File: config.mk
export PLATFORM = sky130hd
export DESIGN_NAME = instr_sequencer_flat
export DESIGN_NICKNAME = d
export VERILOG_FILES = /design/src/rtl/instr_sequencer_if.sv /design/src/rtl/instr_sequencer.sv /design/src/flat_wrapper.sv
export SDC_FILE = /design/constraint.sdc
export NUM_CORES = 1
export LEC_CHECK = 0
export CORE_MARGIN = 2
export CORE_UTILIZATION = 50
export CTS_CLUSTER_SIZE = 16
export DETAILED_ROUTE_END_ITERATION = 12
export GPL_ROUTABILITY_DRIVEN = 0
export PLACE_DENSITY = 0.7
export SLEW_MARGIN = 20
export SYNTH_ARGS = -nofsm -noshare
export SYNTH_HDL_FRONTEND = slang
export SYNTH_SLANG_ARGS = --single-unit
File: constraint.sdc
create_clock -name clk -period 3.8 [get_ports clk]
set_input_delay 0.76 -clock clk [delete_from_list [all_inputs] [get_ports clk]]
set_output_delay 0.76 -clock clk [all_outputs]
set_load 0.01 [all_outputs]
File: src/rtl/instr_sequencer_if.sv
// Host-side bus of the program sequencer: buffer load, playback
// control and the registered instruction stream to the CPU.
interface instr_sequencer_if #(
  parameter int INSTR_WIDTH = 20,
  parameter int PTR_BITS    = 4
);
  logic                   load_en;
  logic [PTR_BITS-1:0]    load_addr;
  logic [INSTR_WIDTH-1:0] load_data;
  logic                   start;
  logic [PTR_BITS:0]      prog_len;
  logic                   repeat_en;
  logic                   halt;
  logic [INSTR_WIDTH-1:0] instruction;
  logic                   issue_strobe;
  logic [PTR_BITS-1:0]    pc;
  logic                   busy;
  logic                   done;
  logic                   err;

  modport master (
    output load_en, load_addr, load_data,
    output start, prog_len, repeat_en, halt,
    input  instruction, issue_strobe, pc,
    input  busy, done, err
  );

  modport slave (
    input  load_en, load_addr, load_data,
    input  start, prog_len, repeat_en, halt,
    output instruction, issue_strobe, pc,
    output busy, done, err
  );
endinterface

File: src/rtl/instr_sequencer.sv
// Program sequencer: buffers a short program and issues each entry
// on a registered bus for a fixed hold time, one-shot or looping.
module instr_sequencer #(
  parameter int INSTR_WIDTH  = 20,
  parameter int PROG_DEPTH   = 16,
  parameter int PTR_BITS     = 4,
  parameter int ISSUE_CYCLES = 4,
  parameter logic [INSTR_WIDTH-1:0] NOP_INSTR = '0
) (
  input logic              clk,
  input logic              rst,
  instr_sequencer_if.slave bus
);
  localparam int CW = (ISSUE_CYCLES > 1) ? $clog2(ISSUE_CYCLES) : 1;
  localparam logic [CW-1:0] LAST = CW'(ISSUE_CYCLES - 1);
  localparam logic [PTR_BITS:0] DEPTH = (PTR_BITS + 1)'(PROG_DEPTH);

  typedef enum logic [1:0] {IDLE, RUN, DONE} state_t;

  state_t state, state_n;
  logic [INSTR_WIDTH-1:0] mem [PROG_DEPTH];
  logic [PTR_BITS-1:0] pc, pc_n, pc_inc;
  logic [PTR_BITS:0] len, len_n;
  logic rep, rep_n;
  logic [CW-1:0] cnt, cnt_n;
  logic [INSTR_WIDTH-1:0] instr, instr_n;
  logic strobe, strobe_n;
  logic busy, busy_n;
  logic done, done_n;
  logic err, err_n;
  logic wr, len_ok, is_last;

  assign pc_inc  = pc + 1'b1;
  assign len_ok  = (bus.prog_len != '0) && (bus.prog_len <= DEPTH);
  assign is_last = ({1'b0, pc} >= (len - 1'b1));

  always_comb begin
    state_n  = state;
    pc_n     = pc;
    cnt_n    = cnt;
    len_n    = len;
    rep_n    = rep;
    instr_n  = NOP_INSTR;
    strobe_n = 1'b0;
    busy_n   = 1'b0;
    done_n   = done;
    err_n    = 1'b0;
    wr       = 1'b0;
    unique case (state)
      RUN: begin
        if (bus.halt) begin
          state_n = IDLE;
          pc_n    = '0;
          cnt_n   = '0;
        end else if (cnt != LAST) begin
          cnt_n   = cnt + 1'b1;
          instr_n = mem[pc];
          busy_n  = 1'b1;
        end else begin
          cnt_n = '0;
          if (!is_last) begin
            pc_n     = pc_inc;
            instr_n  = mem[pc_inc];
            strobe_n = 1'b1;
            busy_n   = 1'b1;
          end else if (rep) begin
            pc_n     = '0;
            instr_n  = mem[0];
            strobe_n = 1'b1;
            busy_n   = 1'b1;
          end else begin
            state_n = DONE;
            pc_n    = '0;
            done_n  = 1'b1;
          end
        end
      end
      default: begin
        // loads win over nothing else: they need start low
        if (bus.load_en && !bus.start) begin
          wr = 1'b1;
          if (state == DONE) begin
            state_n = IDLE;
            done_n  = 1'b0;
          end
        end else if (bus.start && !bus.halt) begin
          if (len_ok) begin
            state_n  = RUN;
            pc_n     = '0;
            cnt_n    = '0;
            len_n    = bus.prog_len;
            rep_n    = bus.repeat_en;
            done_n   = 1'b0;
            instr_n  = mem[0];
            strobe_n = 1'b1;
            busy_n   = 1'b1;
          end else begin
            err_n = 1'b1;
          end
        end
      end
    endcase
  end

  always_ff @(posedge clk) begin
    if (rst) begin
      state  <= IDLE;
      pc     <= '0;
      cnt    <= '0;
      len    <= '0;
      rep    <= 1'b0;
      instr  <= NOP_INSTR;
      strobe <= 1'b0;
      busy   <= 1'b0;
      done   <= 1'b0;
      err    <= 1'b0;
    end else begin
      state  <= state_n;
      pc     <= pc_n;
      cnt    <= cnt_n;
      len    <= len_n;
      rep    <= rep_n;
      instr  <= instr_n;
      strobe <= strobe_n;
      busy   <= busy_n;
      done   <= done_n;
      err    <= err_n;
    end
  end

  always_ff @(posedge clk) begin
    if (rst) begin
      for (int i = 0; i < PROG_DEPTH; i++) mem[i] <= NOP_INSTR;
    end else if (wr) begin
      mem[bus.load_addr] <= bus.load_data;
    end
  end

  assign bus.instruction  = instr;
  assign bus.issue_strobe = strobe;
  assign bus.pc           = pc;
  assign bus.busy         = busy;
  assign bus.done         = done;
  assign bus.err          = err;
endmodule

File: src/flat_wrapper.sv
// flat-port wrapper written by rule: the top's interface ports become plain ports
module instr_sequencer_flat 
#(
  parameter int INSTR_WIDTH  = 20,
  parameter int PROG_DEPTH   = 16,
  parameter int PTR_BITS     = 4,
  parameter int ISSUE_CYCLES = 4,
  parameter logic [INSTR_WIDTH-1:0] NOP_INSTR = '0
)
  (clk, rst, bus_load_en, bus_load_addr, bus_load_data, bus_start, bus_prog_len, bus_repeat_en, bus_halt, bus_instruction, bus_issue_strobe, bus_pc, bus_busy, bus_done, bus_err);
  instr_sequencer_if #(.INSTR_WIDTH(INSTR_WIDTH), .PTR_BITS(PTR_BITS)) bus_i ();
  input logic clk;
  input logic rst;
  input wire logic [$bits(bus_i.load_en)-1:0] bus_load_en;
  input wire logic [$bits(bus_i.load_addr)-1:0] bus_load_addr;
  input wire logic [$bits(bus_i.load_data)-1:0] bus_load_data;
  input wire logic [$bits(bus_i.start)-1:0] bus_start;
  input wire logic [$bits(bus_i.prog_len)-1:0] bus_prog_len;
  input wire logic [$bits(bus_i.repeat_en)-1:0] bus_repeat_en;
  input wire logic [$bits(bus_i.halt)-1:0] bus_halt;
  output wire logic [$bits(bus_i.instruction)-1:0] bus_instruction;
  output wire logic [$bits(bus_i.issue_strobe)-1:0] bus_issue_strobe;
  output wire logic [$bits(bus_i.pc)-1:0] bus_pc;
  output wire logic [$bits(bus_i.busy)-1:0] bus_busy;
  output wire logic [$bits(bus_i.done)-1:0] bus_done;
  output wire logic [$bits(bus_i.err)-1:0] bus_err;
  assign bus_i.load_en = bus_load_en;
  assign bus_i.load_addr = bus_load_addr;
  assign bus_i.load_data = bus_load_data;
  assign bus_i.start = bus_start;
  assign bus_i.prog_len = bus_prog_len;
  assign bus_i.repeat_en = bus_repeat_en;
  assign bus_i.halt = bus_halt;
  assign bus_instruction = bus_i.instruction;
  assign bus_issue_strobe = bus_i.issue_strobe;
  assign bus_pc = bus_i.pc;
  assign bus_busy = bus_i.busy;
  assign bus_done = bus_i.done;
  assign bus_err = bus_i.err;
  instr_sequencer #(.INSTR_WIDTH(INSTR_WIDTH), .PROG_DEPTH(PROG_DEPTH), .PTR_BITS(PTR_BITS), .ISSUE_CYCLES(ISSUE_CYCLES), .NOP_INSTR(NOP_INSTR)) u_core (.clk(clk), .rst(rst), .bus(bus_i));
endmodule
==> flow_summary.html, run 1 <==
<table>
<tr><th>Metric</th><th>Value</th></tr>
<tr><th colspan="2">Pwr</th></tr>
<tr><td>Static Leakage</td><td>0.00720 uW</td></tr>
<tr><td>Largest voltage drop on the vdd net</td><td>0.362 mV</td></tr>
<tr><td>Cell-internal power</td><td>around 7200 uW</td></tr>
<tr><td>Switching Fraction</td><td>21.9%</td></tr>
<tr><td>Switch Pwr</td><td>between 2000 and 2500 uW</td></tr>
<tr><td>Share of total power in combinational logic</td><td>6.7%</td></tr>
<tr><td>Fraction of power consumed by the clock network</td><td>approximately 43%</td></tr>
<tr><td>Power per cell area</td><td>~420 nW/um^2</td></tr>
<tr><td>Power share of the sequential group</td><td>between 50% and 60%</td></tr>
<tr><th colspan="2">Yosys</th></tr>
<tr><td>Number of synthesized flops with an enable pin</td><td>320</td></tr>
<tr><td>Share of synthesized area occupied by flip-flops and latches</td><td>between 50% and 60%</td></tr>
<tr><td>Prevailing post-synth register cell</td><td>sky130_fd_sc_hd__edfxtp_1</td></tr>
<tr><td>Dominant combinational cell family by area after synthesis</td><td>multiplexers</td></tr>
<tr><td>Fraction of synthesized area in multiplexers</td><td>roughly 22%</td></tr>
<tr><td>Arithmetic-cell share of the synthesized area counting full adders, half adders and majority gates</td><td>0.511%</td></tr>
<tr><td>Post-synthesis share of cell area spent on and, or, nand and nor gates</td><td>13.3%</td></tr>
<tr><td>Synthesized net count</td><td>1485</td></tr>
<tr><td>Post-synth cell types</td><td>46</td></tr>
<tr><td>Syn Std Cell Area</td><td>between 15000 and 20000 sq um</td></tr>
<tr><td>Number of warnings issued by yosys</td><td>0</td></tr>
<tr><td>Post-synthesis compound-gate area fraction</td><td>7.31%</td></tr>
<tr><td>Fraction of synthesized cell area in xor and xnor cells</td><td>less than 1%</td></tr>
<tr><td>Register bit count reported by yosys</td><td>362</td></tr>
<tr><td>Average instance area after synthesis</td><td>13.6 sq um</td></tr>
<tr><td>Gate Count Post-Synth</td><td>between 1000 and 1500</td></tr>
<tr><td>Fraction of synthesis flops using an asynchronous set or reset pin</td><td>0%</td></tr>
<tr><th colspan="2">STA</th></tr>
<tr><td>Fin Setup TNS</td><td>0 ns</td></tr>
<tr><td>Final-report max-slew violation count</td><td>0</td></tr>
<tr><td>Number of endpoints with negative hold slack in the final report</td><td>0</td></tr>
<tr><td>Worst Clk Skew</td><td>about 0.012 ns</td></tr>
<tr><td>Setup repair after global routing missed its margin</td><td>no</td></tr>
<tr><td>Tightest Pin Transition</td><td>~1.1 ns</td></tr>
<tr><td>Maximum clock frequency</td><td>between 0.3 and 0.4 GHz</td></tr>
<tr><td>Tcrit/Tclk final</td><td>roughly four fifths</td></tr>
<tr><td>Post-route minimum period</td><td>about 3.0 ns</td></tr>
<tr><td>Final count of negative-setup-slack endpoints</td><td>0</td></tr>
<tr><td>Max_slew headroom</td><td>25.4%</td></tr>
<tr><th colspan="2">Worst setup path</th></tr>
<tr><td>Crit. End Element</td><td>flip-flop</td></tr>
<tr><td>Slack of the worst reg-to-reg path</td><td>0.78 ns</td></tr>
<tr><td>Sort of element at the start of the critical path</td><td>flip-flop</td></tr>
<tr><td>Critical path class</td><td>reg -&gt; reg</td></tr>
<tr><td>Startpoint of the worst register-to-register path</td><td>u_core.bus.pc[0]</td></tr>
<tr><td>Worst endpoint data arrival time</td><td>3.42 ns</td></tr>
<tr><td>Endpoint of the worst-slack reg-to-reg timing path</td><td>u_core.bus.instruction[8]</td></tr>
<tr><td>Data required time at the worst endpoint</td><td>roughly 4.2 ns</td></tr>
<tr><td>Depth of the worst register-to-register path</td><td>7</td></tr>
<tr><td>Maximum net fanout on the critical path</td><td>22</td></tr>
<tr><th colspan="2">Clock network</th></tr>
<tr><td>Clock tree from TritonCTS</td><td>built</td></tr>
<tr><td>Buffer depth of the longest clock path</td><td>3</td></tr>
<tr><td>Post-cts hold buffer count</td><td>0</td></tr>
<tr><td>Post-cts sizing count</td><td>0</td></tr>
<tr><td>CTS Root Cell</td><td>sky130_fd_sc_hd__clkbuf_16</td></tr>
<tr><td>Number of buffers created by CTS</td><td>39</td></tr>
<tr><td>Clock latency on the worst-skew pair</td><td>0.54 ns</td></tr>
<tr><td>H-tree depth</td><td>2</td></tr>
<tr><td>Clock transition at path regs</td><td>around 0.060 ns</td></tr>
<tr><td>Post-CTS Repair Setup Buffers</td><td>0</td></tr>
<tr><td>Sink count of the clock tree</td><td>362</td></tr>
<tr><th colspan="2">Drt</th></tr>
<tr><td>Antenna Violating Nets Remaining</td><td>0</td></tr>
<tr><td>Initial DRC count</td><td>between 1000 and 1500</td></tr>
<tr><td>Per-cell via count in the routed design</td><td>between 6 and 7</td></tr>
<tr><td>Per-cell routed wire length</td><td>~28 um</td></tr>
<tr><td>DRC violations left</td><td>0</td></tr>
<tr><td>Iteration count of the initial detailed-routing pass</td><td>6</td></tr>
<tr><td>Via count</td><td>between 10000 and 15000</td></tr>
<tr><td>Routed wire length</td><td>56.8 mm</td></tr>
<tr><th colspan="2">Global route</th></tr>
<tr><td>Wire length of the first global-routing pass</td><td>84.4 mm</td></tr>
<tr><td>Remaining global-route overflow</td><td>0</td></tr>
<tr><td>Pin count of the biggest net entering global routing</td><td>a little under 50</td></tr>
<tr><td>Vias in the first global route</td><td>approximately 13000</td></tr>
<tr><td>Initial antenna violation count</td><td>3</td></tr>
<tr><td>Total global-route track usage</td><td>27.8%</td></tr>
<tr><th colspan="2">Min path</th></tr>
<tr><td>Worst hold path depth</td><td>2</td></tr>
<tr><td>Min-Delay Endpoint</td><td>u_core.cnt[0]</td></tr>
<tr><td>Worst min-delay path class</td><td>reg -&gt; reg</td></tr>
<tr><td>Hold Path Origin</td><td>u_core.cnt[0]</td></tr>
<tr><th colspan="2">Floorplanning</th></tr>
<tr><td>Placement row count</td><td>72</td></tr>
<tr><td>Die X-Extent</td><td>202 um</td></tr>
<tr><td>Die Footprint</td><td>40800 sq um</td></tr>
<tr><td>Number of placed I/O pins</td><td>63</td></tr>
<tr><td>Vertical die dimension</td><td>202 um</td></tr>
<tr><td>Floorplan core area</td><td>around 39000 sq um</td></tr>
<tr><td>Initial cell density of the core</td><td>about 51%</td></tr>
<tr><th colspan="2">Layout</th></tr>
<tr><td>Number of nets in the layout</td><td>around 1500</td></tr>
<tr><td>Fraction of final layout cells with drive strength greater than 1</td><td>a little under a quarter</td></tr>
<tr><td>Synthesis-to-finish area growth</td><td>13.5%</td></tr>
<tr><td>Fraction of the core area covered by cells at the end of the flow</td><td>roughly 58%</td></tr>
<tr><td>Highest-count cells in the layout ignoring fill and taps</td><td>320 x sky130_fd_sc_hd__and2_1, 320 x sky130_fd_sc_hd__edfxtp_1, 122 x sky130_fd_sc_hd__mux4_2, 77 x sky130_fd_sc_hd__mux2_2, 67 x sky130_fd_sc_hd__mux2i_1</td></tr>
<tr><td>Filler Cells Inserted</td><td>between 3000 and 4000</td></tr>
<tr><th colspan="2">Placed design</th></tr>
<tr><td>Count of buffers inserted at the top-level ports</td><td>62</td></tr>
<tr><td>Post-DP HPWL</td><td>between 30 and 40 mm</td></tr>
<tr><th colspan="2">Outcome</th></tr>
<tr><td>Run status</td><td>complete, no violations</td></tr>
<tr><th colspan="2">Run</th></tr>
<tr><td>Total of max-cap violations</td><td>0</td></tr>
</table>
==> flip-flops by register name, indices dropped and copies added (netlist names), named ones only <==
| signal | count |
|---|---|
| u_core.bus.instruction | 20 |
| u_core.state | 2 |
| u_core.mem | 320 |
| u_core.bus.err | 1 |
| u_core.bus.issue_strobe | 1 |
| u_core.len | 5 |
| u_core.bus.busy | 1 |
| u_core.bus.done | 1 |
| u_core.cnt | 2 |
| u_core.rep | 1 |
| u_core.bus.pc | 4 |
==> worst max-delay path: stages (launching register included) <==
cell and delay, ns:
sky130_fd_sc_hd__dfxtp_4 0.58, sky130_fd_sc_hd__ha_4 0.50, sky130_fd_sc_hd__buf_4 0.33, sky130_fd_sc_hd__mux4_2 0.54, sky130_fd_sc_hd__mux2i_1 0.36, sky130_fd_sc_hd__a311oi_1 0.13
sky130_fd_sc_hd__o31ai_1 0.28, sky130_fd_sc_hd__o211ai_1 0.14
==> power groups by stage <==
stage | logic [uW] | clock network, uW | registers (uW)
2_1_floorplan | 372 | 0 | 4680
3_3_place_gp | 599 | 0 | 4710
3_5_place_dp | 608 | 0 | 4720
4_1_cts | 612 | 4030 | 4640
5_1_grt | 654 | 4180 | 4660
6_report | 619 | 4000 | 4650
==> worst max-delay path by stage <==
stage                           from                    endpoint  slack [ns]  depth (start not counted)
finish              u_core.bus.pc[0]   u_core.bus.instruction[8]        0.78                          7
CTS                 u_core.bus.pc[0]   u_core.bus.instruction[8]        0.76                          7
floorplan                        rst           u_core.mem[12][0]        0.06                          5
global route        u_core.bus.pc[0]  u_core.bus.instruction[11]        0.65                          7
global placement           bus_start           u_core.mem[0][17]        0.50                          5
detailed placement         bus_start           u_core.mem[0][14]        0.48                          5
==> final cells by class <==
cell class              count  area (sq um)  area share [%]
flip-flops and latches    362         10500            47.0
multi-input cells         929          8630            38.8
clock inverters            15           224            1.01
diodes                      1          2.50          0.0112
inverters                   9          33.8           0.152
well taps                 518           648            2.91
clock buffers              56          1110            5.00
repair buffers            122          1150            5.15
==> cells by family (layout without fill, tap and decap cells) <==
| kind of cell | count (synthesis) | in the layout |
|---|---|---|
| simple gates | 451 | 451 |
| flops | 362 | 362 |
| buf+inv | 151 | 202 |
| xor+xnor | 8 | 8 |
| fa+ha+maj | 8 | 8 |
| mux | 266 | 266 |
| compound gates | 196 | 196 |
| other cells | 0 | 1 |
==> per-stage QoR <==
stage | total power [uW] | instance area, sq um | setup slack [ns] | instances | hold slack, ns
floorplan | 5050 | 19600 | 0.0564 | 1442 | 0.466
global placement | 5300 | 20900 | 0.501 | 1940 | 0.494
detailed placement | 5330 | 20900 | 0.481 | 1940 | 0.520
CTS | 9280 | 22300 | 0.764 | 2011 | 0.533
global route | 9500 | 22300 | 0.652 | 2011 | 0.567
finish | 9260 | 22300 | 0.783 | 2012 | 0.540
==> routing by layer <==
metal	share of wire (%)	GRT usage [%]	vias up
li1	-	-	5587
met1	38	37.5	6612
met2	47	44.6	867
met3	10	5.16	145
met4	3.9	11.9	6
met5	0.056	0	-
==> cells in the mapped netlist, types with 2 or more instances <==
| cell type | number | area, sq um |
|---|---|---|
| sky130_fd_sc_hd__o21ai_0 | 20 | 100 |
| sky130_fd_sc_hd__dfxtp_1 | 42 | 841 |
| sky130_fd_sc_hd__o31ai_1 | 39 | 293 |
| sky130_fd_sc_hd__and2_1 | 320 | 2000 |
| sky130_fd_sc_hd__a21oi_1 | 10 | 50.1 |
| sky130_fd_sc_hd__o2111ai_1 | 20 | 175 |
| sky130_fd_sc_hd__nor3_1 | 6 | 30.0 |
| sky130_fd_sc_hd__mux2i_1 | 67 | 671 |
| sky130_fd_sc_hd__nor2b_1 | 3 | 18.8 |
| sky130_fd_sc_hd__o211ai_1 | 20 | 150 |
| sky130_fd_sc_hd__buf_1 | 4 | 15.0 |
| sky130_fd_sc_hd__nor2_1 | 65 | 244 |
| sky130_fd_sc_hd__nand4_1 | 5 | 31.3 |
| sky130_fd_sc_hd__buf_4 | 2 | 15.0 |
| sky130_fd_sc_hd__o22ai_1 | 38 | 238 |
| sky130_fd_sc_hd__clkbuf_2 | 7 | 35.0 |
| sky130_fd_sc_hd__buf_6 | 3 | 33.8 |
| sky130_fd_sc_hd__ha_1 | 8 | 100 |
| sky130_fd_sc_hd__o221a_2 | 2 | 22.5 |
| sky130_fd_sc_hd__a31oi_1 | 2 | 12.5 |
| sky130_fd_sc_hd__a311oi_1 | 41 | 359 |
| sky130_fd_sc_hd__xor2_1 | 3 | 26.3 |
| sky130_fd_sc_hd__mux2_2 | 77 | 867 |
| sky130_fd_sc_hd__nand2_1 | 26 | 97.6 |
| sky130_fd_sc_hd__clkbuf_1 | 86 | 323 |
| sky130_fd_sc_hd__inv_1 | 8 | 30.0 |
| sky130_fd_sc_hd__or2_2 | 7 | 43.8 |
| sky130_fd_sc_hd__xnor2_1 | 5 | 43.8 |
| sky130_fd_sc_hd__nand3_1 | 3 | 15.0 |
| sky130_fd_sc_hd__edfxtp_1 | 320 | 9610 |
| sky130_fd_sc_hd__buf_2 | 40 | 200 |
| sky130_fd_sc_hd__nand2b_1 | 8 | 50.1 |
| sky130_fd_sc_hd__mux4_2 | 122 | 2750 |
Power figures use the tool's default switching activity.
==> run 2, diff against run 1 <==
PLACE_DENSITY = 0.67   (was 0.7)
clock period = 3 ns   (was 3.8 ns; I/O delays follow)
==> run 2 against run 1 <==
  * Largest power group unchanged
  * Critical endpoint is now u_core.bus.instruction[0]
  * Clock power increased by 22%
  * Flip-flop and latch count unchanged
  * Critical path type unchanged
  * Worst hold slack worse by 0.013 ns
==> flow_summary.html, run 2 (synthesis gave the netlist of run 1 again) <==
<table>
<tr><th>Metric</th><th>Value</th></tr>
<tr><th colspan="2">Outcome</th></tr>
<tr><td>Run status</td><td>complete, no violations</td></tr>
<tr><th colspan="2">Floorplanning</th></tr>
<tr><td>Placement row count</td><td>72</td></tr>
<tr><td>Die X-Extent</td><td>202 um</td></tr>
<tr><td>Number of placed I/O pins</td><td>63</td></tr>
<tr><td>Initial cell density of the core</td><td>between 50% and 60%</td></tr>
<tr><td>Die Footprint</td><td>40800 sq um</td></tr>
<tr><td>Vertical die dimension</td><td>202 um</td></tr>
<tr><td>Floorplan core area</td><td>38600 sq um</td></tr>
<tr><th colspan="2">Worst setup path</th></tr>
<tr><td>Crit. End Element</td><td>flip-flop</td></tr>
<tr><td>Critical path's top delay family</td><td>simple AND/OR/NAND/NOR gates</td></tr>
<tr><td>Startpoint of the worst register-to-register path</td><td>u_core.len[0]</td></tr>
<tr><td>Worst path max stage delay</td><td>roughly 0.93 ns</td></tr>
<tr><td>Endpoint of the worst-slack reg-to-reg timing path</td><td>u_core.bus.instruction[0]</td></tr>
<tr><td>Sort of element at the start of the critical path</td><td>flip-flop</td></tr>
<tr><td>Depth of the worst register-to-register path</td><td>9</td></tr>
<tr><td>Critical path's most frequent cell</td><td>sky130_fd_sc_hd__ha_1</td></tr>
<tr><td>Critical path class</td><td>reg -&gt; reg</td></tr>
<tr><td>Maximum net fanout on the critical path</td><td>20</td></tr>
<tr><td>Slack of the worst reg-to-reg path</td><td>around 0.11 ns</td></tr>
<tr><td>Slowest cell on the critical path</td><td>sky130_fd_sc_hd__and4_1</td></tr>
<tr><td>Worst endpoint data arrival time</td><td>between 3 and 4 ns</td></tr>
<tr><td>Data required time at the worst endpoint</td><td>around 3.4 ns</td></tr>
<tr><td>Buffers and inverters on the worst path</td><td>1</td></tr>
<tr><td>Critical path, cell by cell</td><td>inv_1, ha_1, xnor2_1, ha_1, o21ai_0, nand2b_2, and4_1, o2111ai_1, o211ai_1</td></tr>
<tr><th colspan="2">STA</th></tr>
<tr><td>Setup slack of the critical path after layout</td><td>0.113 ns</td></tr>
<tr><td>Worst Clk Skew</td><td>approximately 0.017 ns</td></tr>
<tr><td>Final count of negative-setup-slack endpoints</td><td>0</td></tr>
<tr><td>Post-route minimum period</td><td>approximately 2.9 ns</td></tr>
<tr><td>Maximum clock frequency</td><td>about 0.35 GHz</td></tr>
<tr><td>Tightest Pin Transition</td><td>1.10 ns</td></tr>
<tr><td>Max_slew headroom</td><td>26.8%</td></tr>
<tr><td>Final-report max-slew violation count</td><td>0</td></tr>
<tr><td>Setup repair after global routing missed its margin</td><td>no</td></tr>
<tr><td>Tcrit/Tclk final</td><td>a little over nine tenths</td></tr>
<tr><td>Number of endpoints with negative hold slack in the final report</td><td>0</td></tr>
<tr><th colspan="2">Global route</th></tr>
<tr><td>Vias in the first global route</td><td>13300</td></tr>
<tr><td>Total global-route track usage</td><td>roughly 28%</td></tr>
<tr><td>Initial antenna violation count</td><td>1</td></tr>
<tr><td>Remaining global-route overflow</td><td>0</td></tr>
<tr><td>Pin count of the biggest net entering global routing</td><td>60</td></tr>
<tr><td>Wire length of the first global-routing pass</td><td>between 80 and 90 mm</td></tr>
<tr><th colspan="2">Layout</th></tr>
<tr><td>Synthesis-to-finish area growth</td><td>15.9%</td></tr>
<tr><td>Sequential Area</td><td>between 10000 and 15000 sq um</td></tr>
<tr><td>Reg with most FFs</td><td>u_core.mem</td></tr>
<tr><td>Filler Cells Inserted</td><td>about 3000</td></tr>
<tr><td>Fraction of the core area covered by cells at the end of the flow</td><td>58.8%</td></tr>
<tr><td>Footprint of the multi-input gates</td><td>around 8600 sq um</td></tr>
<tr><td>Number of nets in the layout</td><td>1542</td></tr>
<tr><td>Cell Count, Final, Fillers Out</td><td>about 2000</td></tr>
<tr><td>Max FFs per register</td><td>320</td></tr>
<tr><td>Highest-count cells in the layout ignoring fill and taps</td><td>320 x sky130_fd_sc_hd__and2_1, 320 x sky130_fd_sc_hd__edfxtp_1, 122 x sky130_fd_sc_hd__mux4_2, 77 x sky130_fd_sc_hd__mux2_2, 70 x sky130_fd_sc_hd__buf_4</td></tr>
<tr><td>Fraction of final layout cells with drive strength greater than 1</td><td>around a quarter</td></tr>
<tr><th colspan="2">Drt</th></tr>
<tr><td>Per-cell via count in the routed design</td><td>6.43</td></tr>
<tr><td>Antenna Violating Nets Remaining</td><td>0</td></tr>
<tr><td>DRC violations left</td><td>0</td></tr>
<tr><td>Iteration count of the initial detailed-routing pass</td><td>6</td></tr>
<tr><td>Initial DRC count</td><td>between 1500 and 2000</td></tr>
<tr><td>Via count</td><td>between 10000 and 15000</td></tr>
<tr><td>Per-cell routed wire length</td><td>~28 um</td></tr>
<tr><td>Routed wire length</td><td>roughly 57 mm</td></tr>
<tr><th colspan="2">Run</th></tr>
<tr><td>Total of max-cap violations</td><td>0</td></tr>
<tr><th colspan="2">Pwr</th></tr>
<tr><td>Largest voltage drop on the vdd net</td><td>around 0.46 mV</td></tr>
<tr><td>Static Leakage</td><td>~0.0074 uW</td></tr>
<tr><td>Pwr Total</td><td>between 10000 and 15000 uW</td></tr>
<tr><td>Power per cell area</td><td>just over 500 nW/um^2</td></tr>
<tr><th colspan="2">Clock network</th></tr>
<tr><td>Post-CTS Repair Setup Buffers</td><td>0</td></tr>
<tr><td>Post-cts sizing count</td><td>0</td></tr>
<tr><td>CTS Root Cell</td><td>sky130_fd_sc_hd__clkbuf_16</td></tr>
<tr><td>Clock latency on the worst-skew pair</td><td>roughly 0.54 ns</td></tr>
<tr><td>Sink count of the clock tree</td><td>approximately 360</td></tr>
<tr><td>Clock transition at path regs</td><td>approximately 0.060 ns</td></tr>
<tr><td>Post-cts hold buffer count</td><td>0</td></tr>
<tr><td>Number of buffers created by CTS</td><td>39</td></tr>
<tr><td>H-tree depth</td><td>2</td></tr>
<tr><td>Clock tree from TritonCTS</td><td>built</td></tr>
<tr><td>Buffer depth of the longest clock path</td><td>3</td></tr>
<tr><th colspan="2">Min path</th></tr>
<tr><td>Hold Path Origin</td><td>u_core.cnt[1]</td></tr>
<tr><td>Worst hold path depth</td><td>2</td></tr>
<tr><td>Min-Delay Endpoint</td><td>u_core.cnt[1]</td></tr>
<tr><td>Worst min-delay path class</td><td>reg -&gt; reg</td></tr>
<tr><th colspan="2">Placed design</th></tr>
<tr><td>Count of buffers inserted at the top-level ports</td><td>between 60 and 70</td></tr>
<tr><td>Instance count after placement with tap cells included</td><td>1976</td></tr>
<tr><td>Worst slack at placement</td><td>approximately 0.09 ns</td></tr>
<tr><td>Post-DP HPWL</td><td>between 30 and 40 mm</td></tr>
</table>
## run 2: changes by cell type in the layout (fill, tap and decap cells not counted), sizes merged
cell / change
clkinv: -1
inv: +1
bufinv: -3
clkinvlp: +2
clkbuf: +1
buf: +36
## run 2: worst max path at each step
stage,from,endpoint,depth (start not counted)
floorplan,rst,u_core.mem[14][0],5
global placement,bus_start,u_core.mem[0][11],6
detailed placement,bus_start,u_core.mem[0][12],6
CTS,u_core.len[0],u_core.bus.instruction[16],9
global route,u_core.len[0],u_core.bus.instruction[16],9
finish,u_core.len[0],u_core.bus.instruction[0],9
## run 2: routing by layer
layer / part of all wire, % / routed length (um) / GRT usage (%) / up-vias
met4: 5.0 / 2820 / 12.9 / 2
li1: - / - / - / 5669
met3: 8.7 / 4970 / 3.79 / 155
met2: 47 / 26600 / 44.8 / 737
met1: 40 / 22600 / 39.2 / 6609
met5: 0.021 / 12 / 0 / -
## run 2: cell type report
| class | count | share of cell area [%] |
|---|---|---|
| Tap cell | 518 | 2.85 |
| Multi-Input combinational cell | 929 | 38.0 |
| Sequential cell | 362 | 46.0 |
| Timing Repair Buffer | 158 | 7.33 |
| Clock inverter | 14 | 0.694 |
| Clock buffer | 57 | 4.96 |
| Antenna cell | 1 | 0.0110 |
| Inverter | 9 | 0.149 |
## run 2: tightest hold or removal path, cell delays in order, from the launching register on
cell	delay (ns)
sky130_fd_sc_hd__dfxtp_1	0.33
sky130_fd_sc_hd__a22oi_1	0.09
sky130_fd_sc_hd__nor2_1	0.08
## run 2: power breakdown
| part | total, uW | internal (uW) | switching, uW |
|---|---|---|---|
| Combinational | 833 | 373 | 461 |
| Sequential | 5880 | 5730 | 151 |
| Clock | 4870 | 2870 | 2000 |
## run 2: through the flow
step | instance area [sq um] | hold slack, ns | setup TNS, ns
2_1_floorplan | 19600 | 0.466 | -28.32
3_3_place_gp | 21400 | 0.492 | 0
3_5_place_dp | 21400 | 0.516 | 0
4_1_cts | 22700 | 0.529 | 0
5_1_grt | 22700 | 0.564 | 0
6_report | 22700 | 0.527 | 0
==> run 3, diff against run 2 <==
GPL_ROUTABILITY_DRIVEN = 1   (was 0)
==> results of run 3 <==
No change in the layout: final DEF, timing and power equal those of run 2.
